===== src/rtl/exp3_pkg.sv =====
// Shared definitions for the exp3 game: FSM state encoding and ROM depth.
package exp3_pkg;

    localparam int ROM_PROFUNDIDADE = 16;

    typedef enum logic [3:0] {
        INICIAL     = 4'h0,
        PREPARACAO  = 4'h1,
        ESPERA      = 4'h2,
        REGISTRA    = 4'h3,
        COMPARACAO  = 4'h4,
        PROXIMO     = 4'h5,
        FIM_ACERTOU = 4'hA,
        FIM_TIMEOUT = 4'hD,
        FIM_ERROU   = 4'hE
    } estado_t;

endpackage


===== src/rtl/exp3_unidade_controle_edge_detector.sv =====
// Rising-edge detector: one-cycle pulso on each 0->1 transition of sinal.
module edge_detector (
    input  logic clock,
    input  logic reset,
    input  logic sinal,
    output logic pulso
);

    logic sinal_q;
    logic sinal_d;

    assign sinal_d = sinal;

    always_ff @(posedge clock) begin
        if (reset) begin
            sinal_q <= 1'b0;
        end else begin
            sinal_q <= sinal_d;
        end
    end

    assign pulso = sinal & ~sinal_q;

endmodule


===== src/rtl/exp3_unidade_controle.sv =====
// Moore control unit for the exp3 memory game datapath.
// Optional espera timeout is enabled by defining the TIMEOUT_EN macro.
module exp3_unidade_controle
    import exp3_pkg::*;
#(
    parameter int TIMEOUT_CICLOS = 5000
) (
    input  logic       clock,
    input  logic       reset,
    input  logic       iniciar,
    input  logic       jogada,
    input  logic       igual,
    input  logic       fimC,
    output logic       zeraC,
    output logic       contaC,
    output logic       zeraR,
    output logic       registraR,
    output logic       pronto,
    output logic       acertou,
    output logic       errou,
    output logic [3:0] db_estado
);

    estado_t estado_q;
    estado_t estado_d;
    logic    jogada_pulso;
    logic    expirou;

    edge_detector u_detector_jogada (
        .clock (clock),
        .reset (reset),
        .sinal (jogada),
        .pulso (jogada_pulso)
    );

`ifdef TIMEOUT_EN
    localparam int TIMER_W = (TIMEOUT_CICLOS > 1) ? $clog2(TIMEOUT_CICLOS) : 1;

    logic [TIMER_W-1:0] timer_q;
    logic [TIMER_W-1:0] timer_d;

    // Held at zero outside espera so every entry starts a fresh count.
    always_comb begin
        timer_d = '0;
        if (estado_q == ESPERA) begin
            timer_d = timer_q + 1'b1;
        end
    end

    always_ff @(posedge clock) begin
        if (reset) begin
            timer_q <= '0;
        end else begin
            timer_q <= timer_d;
        end
    end

    assign expirou = (timer_q == TIMER_W'(TIMEOUT_CICLOS - 1));
`else
    assign expirou = 1'b0;
`endif

    always_ff @(posedge clock) begin
        if (reset) begin
            estado_q <= INICIAL;
        end else begin
            estado_q <= estado_d;
        end
    end

    always_comb begin
        estado_d = estado_q;
        unique case (estado_q)
            INICIAL: begin
                if (iniciar) estado_d = PREPARACAO;
            end
            PREPARACAO: begin
                estado_d = ESPERA;
            end
            ESPERA: begin
                // A key press in the expiry cycle still counts as a move.
                if (jogada_pulso)  estado_d = REGISTRA;
                else if (expirou)  estado_d = FIM_TIMEOUT;
            end
            REGISTRA: begin
                estado_d = COMPARACAO;
            end
            COMPARACAO: begin
                if (!igual)     estado_d = FIM_ERROU;
                else if (fimC)  estado_d = FIM_ACERTOU;
                else            estado_d = PROXIMO;
            end
            PROXIMO: begin
                estado_d = ESPERA;
            end
`ifdef TIMEOUT_EN
            FIM_TIMEOUT,
`endif
            FIM_ACERTOU,
            FIM_ERROU: begin
                if (iniciar) estado_d = PREPARACAO;
            end
            default: begin
                estado_d = INICIAL;
            end
        endcase
    end

    always_comb begin
        zeraC     = 1'b0;
        contaC    = 1'b0;
        zeraR     = 1'b0;
        registraR = 1'b0;
        pronto    = 1'b0;
        acertou   = 1'b0;
        errou     = 1'b0;
        unique case (estado_q)
            PREPARACAO: begin
                zeraC = 1'b1;
                zeraR = 1'b1;
            end
            REGISTRA: registraR = 1'b1;
            PROXIMO:  contaC    = 1'b1;
            FIM_ACERTOU: begin
                pronto  = 1'b1;
                acertou = 1'b1;
            end
`ifdef TIMEOUT_EN
            FIM_TIMEOUT,
`endif
            FIM_ERROU: begin
                pronto = 1'b1;
                errou  = 1'b1;
            end
            default: ;
        endcase
    end

    assign db_estado = estado_q;

endmodule


===== config.mk =====
export PLATFORM = sky130hd
export DESIGN_NAME = exp3_unidade_controle
export DESIGN_NICKNAME = d
export VERILOG_FILES = /design/src/rtl/exp3_pkg.sv /design/src/rtl/exp3_unidade_controle_edge_detector.sv /design/src/rtl/exp3_unidade_controle.sv
export SDC_FILE = /design/constraint.sdc
export NUM_CORES = 1
export LEC_CHECK = 0
export ABC_CLOCK_PERIOD_IN_PS = 1600
export BUFFER_PORTS_ARGS = -buffer_cell sky130_fd_sc_hd__buf_2
export CORE_AREA = 2 2 39 41
export DETAILED_ROUTE_END_ITERATION = 12
export DIE_AREA = 0 0 41 43
export GPL_TIMING_DRIVEN = 0
export SLEW_MARGIN = 20
export SYNTH_ARGS = -nofsm -noshare
export SYNTH_HDL_FRONTEND = slang
export SYNTH_SLANG_ARGS = --single-unit

===== constraint.sdc =====
create_clock -name clock -period 1.6 [get_ports clock]
set_input_delay 0.08 -clock clock [delete_from_list [all_inputs] [get_ports clock]]
set_output_delay 0.08 -clock clock [all_outputs]
set_load 0.05 [all_outputs]

==> metrics.txt <==
1st-iter DRT viols 4; post-route insts no fill 80; Main synth FF type dfxtp_1; crit-path max FO 10; Row Count 14; worst rel slew slack 72.74%; WP data arrival 1.42 ns; cell area after synthesis 352.8 sq um; setup bufs post-CTS 0; fraction of registers with async set/reset 0%; via count 375; Residual DRC 0; Worst VDD drop 904.8 uV; Hold Startpoint reset; max incr delay on CP 0.30 ns; Worst Path Buf+Inv 3; dpl cells 77; CTS Buffer Depth 2; sequential fraction of the synthesis area 28.37%; Synth-to-Final Area Change 50.00%; Clock transition at path regs 0.04 ns; crit path launch type register; maximum capacitance violations 0; DR WL/cell 10.48 um; DR vias/cell 4.688; post-layout min period 1.495 ns; Critical path origin db_estado[3]; Hold Buf Count CTS 0; Placed Area 500.5 sq um; fmax 0.6689 GHz; leakage power 0.2363 nW; global-route wire length before repair 1407 um; initial core utilization 25.50%; Ys Warns 0; hpwl dp 667.5 um; status finished, final reports clean; endpoint class of the critical path output pin; Slew Limit Fails 0; GP Congestion 0.7452; worst slew pin tran 0.3986 ns; worst reg2reg startpoint db_estado[1]; chip height 43 um; setup TNS 0 ns; ANT nets after route 0; Final Cycle Share 93.44%; Die Wd 41 um; die area 1763 sq um; WP data required 1.52 ns; initial antenna violation count 0; clock latency on the worst-skew pair 0.24 ns; IO buf count 16; CTS tree yes; Ant. Diodes 0; Power per Cell Area 1579 nW/um^2; IO Pins 17; GRT overflow 0; CP max stage cell dfxtp_2; Final Instance Area 529.3 sq um; largest net degree at the start of global routing 11; H-Tree Level Count 1; #FFs+latches synth 5; CP delay by family, top buffers and inverters; layout net count 71; CTS sink cnt 5; cell chain of the critical path buf_2 > nand2b_2 > nor3_4 > buf_6 > buf_4; final core occ 38.25%; ratio of cells with drive above 1 in the final layout 53.13%; number of global-route vias before repair 359; HP Class in -> reg; Syn Inst Count 45; syn_nets 51; WL final 838 um; CTS Root Cell clkbuf_4; EDFF count, synth 0; drt first pass iters 2; Final Hold Vio Count 0; critical path class reg -> out; syn_area_per_cell 7.841 sq um; Final Skew 0.003637 ns; GR Util All Layers 11.76%; Distinct cells, synth 26; Final setup violation count 0; clock buffer count from CTS 3; core box area 1384 sq um; RSZ-0062 raised after global routing no
-- sequential cells by signal (all words and copies together), names as in the netlist --
signal                     flops
u_detector_jogada.sinal_q      1
db_estado                      4
-- stage by stage --
step	hold WS [ns]	power, mW	worst slack (ns)
global placement	0.3053	0.6964	0.2653
CTS	0.05949	0.8598	0.04950
floorplan	0.1450	0.6075	-0.02731
global route	0.07621	0.9056	0.008639
detailed placement	0.3181	0.7017	0.2517
finish	0.06634	0.8358	0.1049
-- cells in the final DEF, fill, tap and decap left out, drive strengths merged --
master	netlist	final
a31oi	1	1
a21oi	1	1
nor3	2	2
and2	1	1
nand3b	1	1
nor2	6	6
dfxtp	5	5
nand2b	5	5
a21o	2	2
inv	1	1
nor2b	1	1
o21ai	2	2
nor4	1	1
nand4	1	1
nand2	2	2
nand3	1	1
buf	5	20
clkbuf	0	4
mux2i	2	2
a211o	2	2
nor4b	1	1
or3	1	1
a2111oi	1	1
-- worst reg2reg max path, cell delays in order, from the launching register on --
cell	delay [ns]
dfxtp_2	0.47
nand2b_1	0.11
a2111oi_0	0.42
a21o_2	0.17
mux2i_1	0.17
-- area by class of cell --
cell class	instances	area, sq um
plain buffers	4	35.03
clock buffers	4	26.28
fillers	156	854.6
inverters	1	3.754
multi-input cells	34	252.7
flip-flops and latches	5	106.4
well taps	16	20.02
repair buffers	16	85.08
-- cell usage after synthesis (2+ instances only) --
| cell type | count | area (sq um) |
|---|---|---|
| a211o_1 | 2 | 17.52 |
| buf_2 | 3 | 15.01 |
| dfxtp_1 | 5 | 100.1 |
| mux2i_1 | 2 | 20.02 |
| nand2_1 | 2 | 7.510 |
| nand2b_1 | 4 | 25.02 |
| nor2_1 | 6 | 22.52 |
| nor3_1 | 2 | 10.01 |
| o21ai_0 | 2 | 10.01 |
-- logic make-up (layout without fill, tap and decap cells) --
family	count (synthesis)	count (layout)	synth area share (%)
simple gates	23	23	37.24
compound gates	9	9	18.09
buf+inv	6	25	10.64
flops	5	5	28.37
mux	2	2	5.674
-- what timing repair did --
item,CTS,global route
gates resized for setup,2,1
hold endpoints to repair,0,0
setup endpoints to repair,2,4
-- where the power goes --
group / internal (mW) / switching, mW
clock: 0.0941 / 0.0499
sequential: 0.158 / 0.0505
combinational: 0.173 / 0.310
total: 0.425 / 0.411
-- worst paths after layout --
check             slack, ns  cells after the start                        end
setup / recovery       0.10                      5                      zeraR
hold / removal         0.07                      2  u_detector_jogada.sinal_q
setup reg to reg       0.18                      4               db_estado[1]
hold reg to reg        0.60                      2               db_estado[1]
-- per-layer routing --
layer / track usage, % / vias to the layer above / wire length (um)
met2: 17.19 / 14 / 407
met1: 14.19 / 164 / 370
met4: 4.000 / 0 / 0
met3: 6.283 / 0 / 61
li1: - / 197 / -
met5: 0 / - / 0
No activity file was read; power rests on OpenSTA's default activity.
